--- config.mk ---
export PLATFORM = sky130hd
export DESIGN_NAME = sdm_multi
export DESIGN_NICKNAME = d
export VERILOG_FILES = /design/src/rtl/sdm_pkg.sv /design/src/rtl/sdm_multi_chan.sv /design/src/rtl/sdm_multi.sv
export SDC_FILE = /design/constraint.sdc
export NUM_CORES = 1
export LEC_CHECK = 0
export CORE_AREA = 3 3 149 151
export CTS_CLUSTER_DIAMETER = 80
export DETAILED_ROUTE_END_ITERATION = 10
export DIE_AREA = 0 0 152 154
export PLACE_DENSITY = 0.88
export RECOVER_POWER = 25
export SLEW_MARGIN = 20
export SYNTH_ARGS = -nofsm -noshare
export SYNTH_HDL_FRONTEND = slang
export SYNTH_SLANG_ARGS = --single-unit
export TNS_END_PERCENT = 20
--- constraint.sdc ---
create_clock -name clk -period 9 [get_ports clk]
set_input_delay 2.7 -clock clk [delete_from_list [all_inputs] [get_ports clk]]
set_output_delay 2.7 -clock clk [all_outputs]
set_load 0.005 [all_outputs]
--- src/rtl/sdm_pkg.sv ---
// -----------------------------------------------------------------------------
// sdm_pkg
//   Shared definitions for the multi-channel sigma-delta modulator.
//   - iw_of()    : integrator width from sample width and guard bits
//   - fb_pos()   : positive feedback level  ( 2^(BW-1)-1 )
//   - fb_neg()   : negative feedback level  (-2^(BW-1)   )
//   - saturate() : clamps a wide signed value into an IW-bit signed range and
//                  reports whether clamping happened
//   All helpers work on a fixed 64-bit signed carrier; callers slice the
//   result down to their own width.
// -----------------------------------------------------------------------------
package sdm_pkg;

   localparam int unsigned SATW = 64;

   typedef logic signed [SATW-1:0] wide_t;

   typedef struct packed {
      logic  clamp;
      wide_t val;
   } sat_t;

   localparam wide_t WIDE_ONE = 64'sd1;

   function automatic int unsigned iw_of(input int unsigned bw, input int unsigned guard);
      return bw + guard;
   endfunction

   function automatic wide_t fb_pos(input int unsigned bw);
      return (WIDE_ONE <<< (bw - 32'd1)) - WIDE_ONE;
   endfunction

   function automatic wide_t fb_neg(input int unsigned bw);
      return -(WIDE_ONE <<< (bw - 32'd1));
   endfunction

   function automatic sat_t saturate(input wide_t value, input int unsigned iw);
      sat_t  res;
      wide_t hi;
      wide_t lo;
      hi = (WIDE_ONE <<< (iw - 32'd1)) - WIDE_ONE;
      lo = -(WIDE_ONE <<< (iw - 32'd1));
      if (value > hi) begin
         res.clamp = 1'b1;
         res.val   = hi;
      end else if (value < lo) begin
         res.clamp = 1'b1;
         res.val   = lo;
      end else begin
         res.clamp = 1'b0;
         res.val   = value;
      end
      return res;
   endfunction

endpackage

--- src/rtl/sdm_multi_chan.sv ---
// -----------------------------------------------------------------------------
// sdm_chan
//   One sigma-delta channel: integrators r1/r2, saturation and sticky overload.
//   Ports:
//     clk_i, rst_i   clock, synchronous active-high reset
//     en_i           clock enable for integrators and overload set
//     order2_i       loop order from the top-level mode register
//     flush_i        mode change this edge: zero integrators, no overload set
//     ovl_clr_i      clears the overload flag (acts even when en_i=0)
//     sd_i           signed input sample
//     bs_o           output bit (1 when r1 is non-negative)
//     ovl_o          sticky overload flag
// -----------------------------------------------------------------------------
module sdm_chan
   import sdm_pkg::*;
#(
   parameter int unsigned BW = 16,
   parameter int unsigned IW = 18
) (
   input  logic                 clk_i,
   input  logic                 rst_i,
   input  logic                 en_i,
   input  logic                 order2_i,
   input  logic                 flush_i,
   input  logic                 ovl_clr_i,
   input  logic signed [BW-1:0] sd_i,
   output logic                 bs_o,
   output logic                 ovl_o
);

   // Sums need IW+3 bits: r1 + r2 + in + 2*fb never exceeds that range.
   localparam int unsigned SW = IW + 3;

   logic signed [IW-1:0] r1_q, r1_d;
   logic signed [IW-1:0] r2_q, r2_d;
   logic                 ovl_q, ovl_d;
   logic signed [SW-1:0] fb_s, in_s, r1_ext_s, r2_ext_s, r1_sum_s, r2_sum_s;
   sat_t                 sat1_s, sat2_s;
   logic                 unused_s;

   // Loop arithmetic, clamping and overload next-state.
   always_comb begin
      fb_s     = r1_q[IW-1] ? SW'(fb_neg(BW)) : SW'(fb_pos(BW));
      in_s     = SW'(sd_i);
      r1_ext_s = SW'(r1_q);
      r2_ext_s = SW'(r2_q);
      if (order2_i) begin
         r1_sum_s = r1_ext_s + r2_ext_s + in_s - fb_s - fb_s;
         r2_sum_s = r2_ext_s + in_s - fb_s;
      end else begin
         r1_sum_s = r1_ext_s + in_s - fb_s;
         r2_sum_s = {SW{1'b0}};
      end
      sat1_s = saturate(SATW'(r1_sum_s), IW);
      sat2_s = saturate(SATW'(r2_sum_s), IW);
      r1_d   = sat1_s.val[IW-1:0];
      r2_d   = sat2_s.val[IW-1:0];
      // A fresh clamp beats a simultaneous clear.
      if (en_i && !flush_i && (sat1_s.clamp || sat2_s.clamp)) begin
         ovl_d = 1'b1;
      end else if (ovl_clr_i) begin
         ovl_d = 1'b0;
      end else begin
         ovl_d = ovl_q;
      end
   end

   // Upper bits of the clamped carrier are a sign extension and carry nothing.
   assign unused_s = ^{sat1_s.val[SATW-1:IW], sat2_s.val[SATW-1:IW]};

   // Integrator and overload state registers.
   always_ff @(posedge clk_i) begin
      if (rst_i) begin
         r1_q  <= {IW{1'b0}};
         r2_q  <= {IW{1'b0}};
         ovl_q <= 1'b0;
      end else begin
         if (en_i) begin
            if (flush_i) begin
               r1_q <= {IW{1'b0}};
               r2_q <= {IW{1'b0}};
            end else begin
               r1_q <= r1_d;
               r2_q <= r2_d;
            end
         end else begin
            r1_q <= r1_q;
            r2_q <= r2_q;
         end
         ovl_q <= ovl_d;
      end
   end

   assign bs_o  = ~r1_q[IW-1];
   assign ovl_o = ovl_q;

endmodule

--- src/rtl/sdm_multi.sv ---
// -----------------------------------------------------------------------------
// sdm_multi
//   NCH-channel sigma-delta modulator with run-time 1st/2nd order selection.
//   Ports:
//     clk       clock
//     rst       synchronous active-high reset
//     en        clock enable
//     order2    1 = 2nd-order loop, 0 = 1st-order loop (all channels)
//     sd_in     channel c sample at [c*BW +: BW], signed
//     ovl_clr   clears all overload flags
//     bs_out    bitstream, one bit per channel
//     ovl       sticky overload flag per channel
// -----------------------------------------------------------------------------
module sdm_multi
   import sdm_pkg::*;
#(
   parameter int unsigned BW    = 16,
   parameter int unsigned NCH   = 2,
   parameter int unsigned GUARD = 2
) (
   input  logic              clk,
   input  logic              rst,
   input  logic              en,
   input  logic              order2,
   input  logic [NCH*BW-1:0] sd_in,
   input  logic              ovl_clr,
   output logic [NCH-1:0]    bs_out,
   output logic [NCH-1:0]    ovl
);

   localparam int unsigned IW = iw_of(BW, GUARD);

   logic mode_q, mode_d;
   logic flush_s;

   // An enabled edge that sees a new order restarts every loop from zero.
   always_comb begin
      flush_s = en && (order2 != mode_q);
      if (en) begin
         mode_d = order2;
      end else begin
         mode_d = mode_q;
      end
   end

   // Mode register; reset loads the current order directly.
   always_ff @(posedge clk) begin
      if (rst) begin
         mode_q <= order2;
      end else begin
         mode_q <= mode_d;
      end
   end

   for (genvar c = 0; c < NCH; c++) begin : g_chan
      sdm_chan #(
         .BW (BW),
         .IW (IW)
      ) u_chan (
         .clk_i     (clk),
         .rst_i     (rst),
         .en_i      (en),
         .order2_i  (mode_q),
         .flush_i   (flush_s),
         .ovl_clr_i (ovl_clr),
         .sd_i      (sd_in[c*BW +: BW]),
         .bs_o      (bs_out[c]),
         .ovl_o     (ovl[c])
      );
   end

endmodule

==> qor.yml <==
sta:
  hold_ws_ns: 0.502
  fin_crit_ns: 8.66
  fin_crit_sh_pct: 96.2
  max_freq_ghz: 0.115
  hold_viol: 0
  setup_viol: 0
  tightest_slew_ns: 3.49
  max_slew_margin_pct: -132
  finalMaxSlewViolations: 118
  clock-skew-final_ns: 0.0102
  rsz0062_at_grt: "yes"
worst_setup_path:
  crit_cells: 24
  cp_slowest_stage_delay_ns: 0.65
  path_buf_inv: 1
  worstPathRequired_ns: 9.22
  crit_path_start_kind: "input pin"
  crit_arrival_ns: 8.88
  r2r_cells: 15
  slowest_stage: "o311a_1"
  timing.critical_path.to_type: "flop"
  critPathKind: "in -> reg"
  worstPathCellList: "clkdlybuf4s50_1 > fa_1 > ha_1 > fa_1 > a21o_1 > a21oi_1 > o21bai_1 > a21oi_1 > o21bai_1 > a41o_1 > o21ai_0 > o21bai_1 > a21oi_1 > xnor2_1 > ha_1 > or2_2 > a211oi_1 > o31a_1 > nand3_1 > nand3b_1 > o221ai_1 > o311a_1 > a211oi_1 > nand3b_1"
  critPathMaxFanout: 18
  critPathTopFamily: "compound AO/OA/AOI/OAI gates"
route:
  avgViaCountPerCell: 6.40
  first_pass_iters: 6
  routed_wl_um: 33300
  drc: 0
  ant_nets: 0
  dr.first_iter.drc_count: 820
  avgRoutedWirePerCell_um: 16.7
  num_vias: 12800
placed_design:
  numPortBuffers: 40
  dp_hpwl_um: 26200
  routabilityCongestion: 0.942
synthesis:
  avgSynthCellArea_sq_um: 8.07
  yosysTopAreaCellShare_pct: 21.2
  synth_area_leaders: "ha_1 21%, dfxtp_1 11%, xnor2_1 7.9%"
  ys.warnings.count: 0
  syn_area_sq_um: 13600
  synth_cells: 1682
  synth-main-ff-cell: "dfxtp_1"
  yosys.area.top_type: "ha_1"
  synthArstFlopShare_pct: 0
  synth_most_common_cell: "ha_1"
  syn-num-nets: 1995
  ys_types: 85
  synth-edff-count: 1
  synthTopCellsByCount: "230 x ha_1, 143 x nor2_1, 127 x a21oi_1"
  ys_seq_area_share_pct: 11.1
  synth-seq-cells: 75
floorplanning:
  core_region_area_sq_um: 21000
  die_h_um: 154
  die_area_sq_um: 23400
  rows: 53
  floorplan.initialDensity_pct: 64.8
  io_pins: 41
  die_w_um: 152
cts:
  htreeDepth: 3
  clk_path_buf_depth: 2
  clock_latency_ns: 0.35
  cts_tree: "done"
  clock-sinks: 75
  clkSlewWorstSetupHoldPaths_ns: 0.06
  cts_buffers: 9
  cts-root-buf: "clkbuf_16"
  cts_hold_buf: 0
status:
  status: "complete, but fails checks"
  failed_checks: "capacitance limit, slew limit"
grt:
  grt_pass1_vias: 12800
  gr-usage-all-layers_pct: 28.2
  grt_remaining_overflow: 0
  antenna_found_initial: 0
  grt_max_degree: 67
  grt_pass1_wl_um: 57300
layout:
  seq_area_sq_um: 1510
  final_layout_size_suffix_gt1_share_pct: 4.19
  diodes: 0
  fill_cells: 1628
  multi_input_area_sq_um: 11500
  final_net_count: 2027
  syn2layout_area_growth_pct: 8.21
run:
  max_cap_violations: 2
worst_hold_path:
  min_path_type: "reg -> reg"
  hold_depth: 2
==> metrics by stage <==
stage                     util (%)  area (sq um)  TNS [ns]  setup WS (ns)  std cells
after floorplan                  -         13600         0           1.08       1682
after global placement        68.2         14300         0          0.151       1978
after detailed placement      68.2         14300     -1.21         -0.118       1978
after CTS                     70.0         14700         0          0.220       1994
after global routing          70.1         14700    -0.108        -0.0707       1994
final                         70.1         14700         0          0.340       1994
==> sequential cells by signal, indices dropped and copies added (netlist names) <==
| register | flops |
|---|---|
| mode_q | 1 |
| g_chan.u_chan.r1_q | 36 |
| g_chan.u_chan.r2_q | 36 |
| g_chan.u_chan.ovl_o | 2 |
==> cells in the final DEF, fill, tap and decap left out, types with 5 or more instances in the layout <==
master           synthesis  final
o31ai_1                 17     17
o21a_1                  37     37
a221o_1                 52     52
a21o_1                  44     44
o21ai_0                 99    100
nor2_1                 143    142
o22ai_1                 13     13
and2_1                  18     17
o31a_1                   6      6
o211ai_1                11     11
a21boi_0                12     12
a21oi_1                127    127
buf_4                    4     15
clkbuf_16                0      9
nand2b_1                22     22
a211oi_1                33     33
xor2_1                  38     38
o41ai_1                 10     10
ha_1                   230    230
nand4_1                  8      8
inv_1                  113    113
clkdlybuf4s50_1          0     37
a31oi_1                 10     10
nor3_1                  41     40
a31o_2                   5      5
or2_2                    8      8
dfxtp_1                 74     72
nand2_1                 84     83
a211o_1                 10     10
nand3_1                 33     33
xnor2_1                123    123
nor2b_1                 27     27
fa_1                    46     46
or3_1                   14     14
o21bai_1                25     25
and3_1                  17     17
==> routing by layer <==
metal  global-route usage, %  up-vias  routed length [um]
met1                    34.4     6028               14400
met4                    9.25        0                 875
met5                       0        -                   0
li1                        -     6335                   -
met2                    52.1      311               16800
met3                    2.76       78                1250
==> timing repair <==
item                       4_1_cts  5_1_grt
buffers inserted                 0        0
resized for setup                0        4
setup endpoints to repair        0       35
==> area by class of cell <==
class | count | area share [%]
clock buffer | 12 | 1.75
clock inverter | 4 | 0.818
inverter | 114 | 2.91
multi-input combinational | 1457 | 78.3
sequential | 75 | 10.3
tap | 275 | 2.34
timing repair buffer | 57 | 3.54
==> worst paths after layout <==
kind / slack, ns / start / endpoint
hold reg to reg: 0.50 / g_chan[0].u_chan.r1_q[0] / g_chan[0].u_chan.r1_q[0]
setup reg to reg: 1.62 / g_chan[1].u_chan.r1_q[17] / g_chan[1].u_chan.r2_q[8]
hold / removal: 0.50 / g_chan[0].u_chan.r1_q[0] / g_chan[0].u_chan.r1_q[0]
setup / recovery: 0.34 / sd_in[17] / g_chan[1].u_chan.ovl_o
==> worst reg2reg max path: stages, from the launching register on <==
cell and delay (ns):
dfxtp_2 0.31, clkbuf_1 1.97, inv_1 1.29, ha_1 0.55, inv_1 0.08, fa_1 0.22
a21oi_1 0.14, o211ai_2 0.28, a2111oi_2 0.12, nor3_1 0.32, a41o_1 0.31, o41ai_4 0.10
nor3b_1 0.17, o211a_1 0.13, nor3_2 1.00, a221o_1 0.30
==> cell families after synthesis <==
family          after synthesis  share of synthesized area [%]
simple gates                442                           15.9
flops                        75                           11.1
xor+xnor                    161                           10.4
compound gates              571                           29.6
buf+inv                     150                           4.38
fa+ha+maj                   276                           28.0
mux                           7                          0.553
Power is not shown: default switching activity piles up to over one toggle a cycle in this logic, so the estimate is an artifact.
